[config.mk]
export PLATFORM = sky130hd
export DESIGN_NAME = mmcm_ps_sched
export DESIGN_NICKNAME = d
export VERILOG_FILES = /design/src/rtl/mmcm_ps_sched.sv
export SDC_FILE = /design/constraint.sdc
export NUM_CORES = 1
export LEC_CHECK = 0
export CORE_ASPECT_RATIO = 0.9
export CORE_MARGIN = 3
export CORE_UTILIZATION = 62
export DETAILED_ROUTE_END_ITERATION = 8
export GPL_TIMING_DRIVEN = 0
export PLACE_DENSITY = 0.87
export REMOVE_ABC_BUFFERS = 1
export SYNTH_ARGS = -nofsm -noshare
export SYNTH_HDL_FRONTEND = slang
export SYNTH_SLANG_ARGS = --single-unit
[constraint.sdc]
create_clock -name clk -period 7.6 [get_ports clk]
set_clock_uncertainty 0.05 [all_clocks]
set_input_delay 1.52 -clock clk [delete_from_list [all_inputs] [get_ports clk]]
set_output_delay 1.52 -clock clk [all_outputs]
set_load 0.01 [all_outputs]
[src/rtl/mmcm_ps_sched.sv]
// MMCM dynamic phase-shift scheduler. It arbitrates hardware step pulses against
// software multi-step commands, issues one psen at a time and tracks net position.
module mmcm_ps_sched #(
  parameter int POS_W     = 16,
  parameter int PEND_W    = 4,
  parameter int POS_LIMIT = 1120,
  parameter int TIMEOUT   = 64
) (
  input  logic              clk,
  input  logic              aresetn,
  input  logic              ena,
  input  logic              hw_inc,
  input  logic              hw_dec,
  input  logic              sw_start,
  input  logic              sw_dir,
  input  logic [POS_W-1:0]  sw_steps,
  input  logic              err_clr,
  output logic              psen,
  output logic              psincdec,
  input  logic              psdone,
  output logic              busy,
  output logic              sw_busy,
  output logic [PEND_W-1:0] hw_pending,
  output logic [POS_W-1:0]  position,
  output logic              err_timeout,
  output logic              err_limit,
  output logic [1:0]        dbg_state
);

  localparam logic [1:0] S_IDLE  = 2'd0;
  localparam logic [1:0] S_ISSUE = 2'd1;
  localparam logic [1:0] S_WAIT  = 2'd2;
  localparam logic [1:0] S_GAP   = 2'd3;

  localparam int TMO_W = $clog2(TIMEOUT + 1);
  localparam logic [TMO_W-1:0]         TMO_LAST = TMO_W'(TIMEOUT - 1);
  localparam logic signed [PEND_W-1:0] PEND_MAX = {1'b0, {(PEND_W-1){1'b1}}};
  localparam logic signed [PEND_W-1:0] PEND_MIN = {1'b1, {(PEND_W-1){1'b0}}};
  localparam logic signed [PEND_W-1:0] PEND_ONE = PEND_W'(1);
  localparam logic signed [POS_W-1:0]  POS_ONE  = POS_W'(1);
  localparam logic signed [POS_W:0]    EXT_ONE  = (POS_W+1)'(1);
  localparam logic signed [POS_W:0]    LIM_HI   = (POS_W+1)'(POS_LIMIT);
  localparam logic signed [POS_W:0]    LIM_LO   = -LIM_HI;

  logic [1:0]               r_state;
  logic signed [PEND_W-1:0] r_pend;
  logic [POS_W-1:0]         r_remaining;
  logic                     r_sw_dir;
  logic                     r_sw_busy;
  logic signed [POS_W-1:0]  r_pos;
  logic                     r_last_grant;  // 1 = last grant went to SW
  logic                     r_dir;
  logic [TMO_W-1:0]         r_tmo_cnt;
  logic                     r_err_timeout;
  logic                     r_err_limit;

  logic                     w_hw_req;
  logic                     w_sw_req;
  logic                     w_arb;
  logic                     w_grant_sw;
  logic                     w_grant_dir;
  logic signed [POS_W:0]    w_pos_ext;
  logic signed [POS_W:0]    w_target;
  logic                     w_over_limit;
  logic                     w_hw_step;
  logic signed [PEND_W-1:0] w_pend_base;
  logic signed [PEND_W-1:0] w_pend_next;
  logic                     w_sw_load;

  always_comb begin
    w_hw_req    = (r_pend != '0);
    w_sw_req    = (r_remaining != '0);
    w_arb       = (r_state == S_IDLE) & ena & (w_hw_req | w_sw_req);
    // Round-robin: with both requesting, the side that did not win last time goes.
    w_grant_sw  = w_sw_req & (~w_hw_req | ~r_last_grant);
    w_grant_dir = w_grant_sw ? r_sw_dir : ~r_pend[PEND_W-1];
    w_pos_ext   = {r_pos[POS_W-1], r_pos};
    w_target    = w_grant_dir ? (w_pos_ext + EXT_ONE) : (w_pos_ext - EXT_ONE);
    w_over_limit = (w_target > LIM_HI) | (w_target < LIM_LO);
    w_hw_step   = w_arb & ~w_grant_sw;

    w_pend_base = r_pend;
    if (w_hw_step) begin
      w_pend_base = r_pend[PEND_W-1] ? (r_pend + PEND_ONE) : (r_pend - PEND_ONE);
    end
    w_pend_next = w_pend_base;
    if (hw_inc & ~hw_dec & (w_pend_base != PEND_MAX)) begin
      w_pend_next = w_pend_base + PEND_ONE;
    end else if (hw_dec & ~hw_inc & (w_pend_base != PEND_MIN)) begin
      w_pend_next = w_pend_base - PEND_ONE;
    end

    w_sw_load = sw_start & ~r_sw_busy & (sw_steps != '0) & ena;
  end

  // Phase-shift handshake: psen is a one-cycle request with psincdec valid alongside
  // it and held until the step resolves; the MMCM answers with a one-cycle psdone.
  // Only one request is ever outstanding, and psdone outside WAIT is ignored.
  always_ff @(posedge clk) begin
    if (!aresetn) begin
      r_state       <= S_IDLE;
      r_pend        <= '0;
      r_remaining   <= '0;
      r_sw_dir      <= 1'b0;
      r_sw_busy     <= 1'b0;
      r_pos         <= '0;
      r_last_grant  <= 1'b0;
      r_dir         <= 1'b0;
      r_tmo_cnt     <= '0;
      r_err_timeout <= 1'b0;
      r_err_limit   <= 1'b0;
    end else if (!ena) begin
      // Link down resets the MMCM, so the phase bookkeeping restarts from zero.
      r_state     <= S_IDLE;
      r_pend      <= '0;
      r_remaining <= '0;
      r_sw_busy   <= 1'b0;
      r_pos       <= '0;
      r_tmo_cnt   <= '0;
      if (err_clr) begin
        r_err_timeout <= 1'b0;
        r_err_limit   <= 1'b0;
      end
    end else begin
      r_pend <= w_pend_next;
      if (err_clr) begin
        r_err_timeout <= 1'b0;
        r_err_limit   <= 1'b0;
      end
      case (r_state)
        S_IDLE: begin
          if (w_arb) begin
            r_last_grant <= w_grant_sw;
            if (w_over_limit) begin
              r_err_limit <= 1'b1;
              if (w_grant_sw) begin
                r_remaining <= '0;
                r_sw_busy   <= 1'b0;
              end
            end else begin
              r_dir   <= w_grant_dir;
              r_state <= S_ISSUE;
              if (w_grant_sw) begin
                r_remaining <= r_remaining - POS_W'(1);
              end
            end
          end
        end
        S_ISSUE: begin
          r_tmo_cnt <= '0;
          r_state   <= S_WAIT;
        end
        S_WAIT: begin
          if (psdone) begin
            r_pos   <= r_dir ? (r_pos + POS_ONE) : (r_pos - POS_ONE);
            r_state <= S_GAP;
            if (r_last_grant && (r_remaining == '0)) begin
              r_sw_busy <= 1'b0;
            end
          end else if (r_tmo_cnt == TMO_LAST) begin
            r_err_timeout <= 1'b1;
            r_pend        <= '0;
            r_remaining   <= '0;
            r_sw_busy     <= 1'b0;
            r_state       <= S_IDLE;
          end else begin
            r_tmo_cnt <= r_tmo_cnt + TMO_W'(1);
          end
        end
        default: begin
          r_state <= S_IDLE;
        end
      endcase
      if (w_sw_load) begin
        r_remaining <= sw_steps;
        r_sw_dir    <= sw_dir;
        r_sw_busy   <= 1'b1;
      end
    end
  end

  assign psen        = (r_state == S_ISSUE);
  assign psincdec    = r_dir;
  assign busy        = (r_state != S_IDLE);
  assign sw_busy     = r_sw_busy;
  assign hw_pending  = r_pend;
  assign position    = r_pos;
  assign err_timeout = r_err_timeout;
  assign err_limit   = r_err_limit;
  assign dbg_state   = r_state;

endmodule
==> results.tsv <==
stage	metric	value	unit
worst_setup_path	Critical Path Slowest Stage Cell	and2_0	
final_layout	fin cells	699	
global_routing	grt total ovfl	0	
clock_tree	CTS clk-pin slew, worst paths	0.10	ns
worst_setup_path	RR Startpoint	hw_pending[3]	
logic_synthesis	Commonest cells post-synth	64 x nand2_1, 51 x dfxtp_1, 45 x nor2_1	
pwr	Sequential Power Share	22.3	%
clock_tree	TritonCTS clock tree	yes	
final_layout	final net count	662	
clock_tree	Root Buffer	clkbuf_8	
pwr	P_int	0.0007481	W
clock_tree	TritonCTS Buffers	5	
logic_synthesis	#FFs+latches synth	51	
logic_synthesis	post-synth cell types	75	
worst_setup_path	Crit. Startpoint	sw_steps[12]	
worst_setup_path	crit path cell chain	clkdlybuf4s50_1 -> nor4_1 -> nand4_1 -> nand4b_1 -> and2_0 -> nor4_1 -> o2111ai_1 -> nand2_1	
pwr	pwr dens	293.4	nW/um2
routing	Routed WL	12420	um
worst_setup_path	Worst Path Required	7.77	ns
worst_setup_path	crit path DAT	4.73	ns
final_layout	share of cells above drive strength 1	6.076	%
die	chip width	94.67	um
timing	Worst Tran Pin Value	1.361	ns
final_layout	# fillers	564	
global_routing	initial antenna violation count	0	
logic_synthesis	async set or reset register ratio after synthesis	0	%
logic_synthesis	post-synth top area share	23.27	%
worst_setup_path	WS Path Type	primary input to flip-flop	
pwr	Net Switching	0.0007207	W
logic_synthesis	Seq/Total Area, Yosys	23.27	%
die	I/O pin count	53	
timing	setup TNS	0	ns
timing	Final Hold Fails	0	
logic_synthesis	top-count cell post-synth	nand2_1	
die	initial core utilization	65.22	%
placement	buffers added on ports	52	
routing	Avg WL per Cell	17.76	um
global_routing	number of global-route vias before repair	4302	
timing	max_slew headroom	9.243	%
placement	DP HPWL	8796	um
pwr	Clk pwr share	14.1	%
pwr	Pleak	1.902	nW
timing	Fmax achieved	219.1	MHz
final_layout	Seq. cell area	1021	um2
routing	Final ANT Viol Nets	0	
routing	drt first-iter violations	365	
clock_tree	hold buffer count at CTS	0	
worst_setup_path	CP dominant cell by count	nor4_1	
logic_synthesis	post-synthesis mux area share	1.911	%
placement	gpl congestion	0.8872	
final_layout	area of the multi-input gates	3144	um2
clock_tree	post-CTS setup buffers	0	
clock_tree	H-tree depth	2	
timing	RSZ-0062 raised after global routing	no	
timing	max-slew violations	0	
global_routing	GR Util All Layers	30.60	%
worst_setup_path	Crit Path Max Fanout	22	
die	row count	28	
logic_synthesis	Synthesis Warnings	0	
placement	placed cell count	691	
worst_setup_path	CP Launch Type	primary input	
clock_tree	clk buf depth	2	
timing	final setup fails	0	
routing	Vias	4733	
timing	final critical-path required period	4.563	ns
logic_synthesis	simple-gate area share of the yosys netlist	30.75	%
routing	drt first pass iters	4	
min_path	Hold Crit Class	flip-flop to flip-flop	
logic_synthesis	Post-synth EDFFs	0	
logic_synthesis	most common flop cell mapped by yosys	dfxtp_1	
global_routing	first-pass GRT wire length	20570	um
status	status	completed	
clock_tree	clock latency on the worst-skew pair	0.32	ns
logic_synthesis	adder-cell share of the synthesized area	8.614	%
worst_setup_path	max incr delay on CP	1.00	ns
routing	drt drc	0	
pwr	sw frac	49.07	%
die	Core ar.	6726	um2
final_layout	ant diodes	0	
logic_synthesis	post-synthesis compound-gate area fraction	25.41	%
pwr	combinational power share	63.7	%
logic_synthesis	dominant cells by area after synthesis	dfxtp_1 23%, ha_1 7.7%, nand2_1 5.5%, a21oi_1 4.6%, nor2_1 3.9%	
logic_synthesis	Cell Area, Synth	4387	um2
logic_synthesis	cell type with the highest aggregate area in the netlist	dfxtp_1	
global_routing	largest net degree at the start of global routing	41	
logic_synthesis	Synth Instances	581	
job	count of max-cap constraint violations	0	
die	die area	8122	um2
min_path	hold path start	r_tmo_cnt[6]	
logic_synthesis	xor and xnor area share after synthesis	4.991	%
logic_synthesis	Syn Area/Cell	7.550	um2
clock_tree	Sink Count	51	
worst_setup_path	CP Capture Type	flip-flop	
die	Die Y	85.80	um
timing	fin crit share	60.04	%
clock_tree	cts repair resizes	0	
final_layout	Area Growth Syn to Fin	14.12	%
pwr	VDD IR max	0.1980	mV
logic_synthesis	main combinational cell family by area after synthesis	simple AND/OR/NAND/NOR gates	
routing	vias per cell	6.771	
==> logic make-up (layout without fill, tap and decap cells) <==
family | after synthesis | in the layout
buffers and inverters | 56 | 84
XOR/XNOR | 25 | 25
AND/OR/NAND/NOR | 256 | 256
AO/OA/AOI/OAI | 156 | 156
adder cells (fa/ha/maj) | 29 | 29
multiplexers | 8 | 8
flip-flops | 51 | 51
==> path summary, 6_finish.rpt <==
check             depth (start not counted)  slack (ns)              end
hold / removal                            2        0.41     r_tmo_cnt[6]
setup reg to reg                         14        3.05  r_remaining[15]
hold reg to reg                           2        0.41     r_tmo_cnt[6]
setup / recovery                          8        3.04  r_remaining[14]
==> routing by layer <==
metal	global-route usage (%)	vias to the layer above	wire, um
met5	0	-	0
met4	7.602	0	187
met3	4.474	22	985
met2	49.10	235	5747
met1	43.14	2234	5496
li1	-	2242	-
==> layout by cell type (no fill, tap or decap), types with 3 or more instances in the layout <==
| master | instances |
|---|---|
| o2111ai_1 | 7 |
| and3_1 | 10 |
| a311oi_1 | 3 |
| and4_1 | 3 |
| nand2_1 | 64 |
| a41oi_1 | 6 |
| a21oi_2 | 3 |
| o31ai_1 | 4 |
| a31oi_1 | 11 |
| or2_2 | 6 |
| ha_1 | 27 |
| nor3_1 | 20 |
| a32oi_1 | 4 |
| a21o_1 | 6 |
| dfxtp_1 | 51 |
| or3_1 | 7 |
| nor2b_1 | 4 |
| mux2_2 | 3 |
| nand3_1 | 28 |
| and2_1 | 12 |
| o21ai_0 | 12 |
| xnor2_1 | 19 |
| nor2_1 | 45 |
| a21oi_1 | 40 |
| nor4_1 | 14 |
| clkdlybuf4s50_1 | 52 |
| o311ai_0 | 3 |
| nand4_1 | 21 |
| o21bai_1 | 5 |
| clkbuf_8 | 6 |
| a211oi_1 | 12 |
| inv_1 | 22 |
| or4_1 | 4 |
| o211ai_1 | 14 |
| xor2_1 | 6 |
| mux2i_1 | 5 |
==> power groups by stage <==
stage          combinational, W  sequential [W]  clock (W)
5_1_grt                 0.00102        0.000331   0.000217
3_5_place_dp           0.000903        0.000332          0
2_1_floorplan          0.000681        0.000328          0
4_1_cts                0.000911        0.000326   0.000207
6_report               0.000935        0.000327   0.000206
3_3_place_gp           0.000861        0.000330          0
==> sequential cells by signal, indices dropped and copies added (netlist names) <==
signal	count
r_tmo_cnt	7
position	16
hw_pending	4
err_limit	1
dbg_state	2
r_remaining	16
err_timeout	1
r_sw_dir	1
r_last_grant	1
psincdec	1
sw_busy	1
==> per-stage QoR <==
stage                     instance area, um2  hold slack, ns  setup WS, ns  total power [W]  utilization, %
after floorplan                         4255          0.3640         3.844         0.001009               -
after global placement                  4888          0.3736         2.846         0.001191           72.67
after detailed placement                4888          0.3860         2.794         0.001235           72.67
after CTS                               5006          0.3993         3.128         0.001443           74.42
final                                   5006          0.4085         3.037         0.001469           74.42
after global routing                    5006          0.4317         2.788         0.001569           74.42
==> layout make-up <==
cell class | instances | area share (%)
Clock buffer | 6 | 1.650
Clock inverter | 2 | 0.6998
Inverter | 24 | 1.800
Multi-Input combinational cell | 474 | 62.81
Sequential cell | 51 | 20.39
Tap cell | 90 | 2.249
Timing Repair Buffer | 52 | 10.40
==> worst max-delay path: cells and delay by family <==
family	cells	cell delay, ns
AND/OR/NAND/NOR	6	2.48
buffers and inverters	1	0.48
AO/OA/AOI/OAI	1	0.23
No activity file was read; power rests on OpenSTA's default activity.
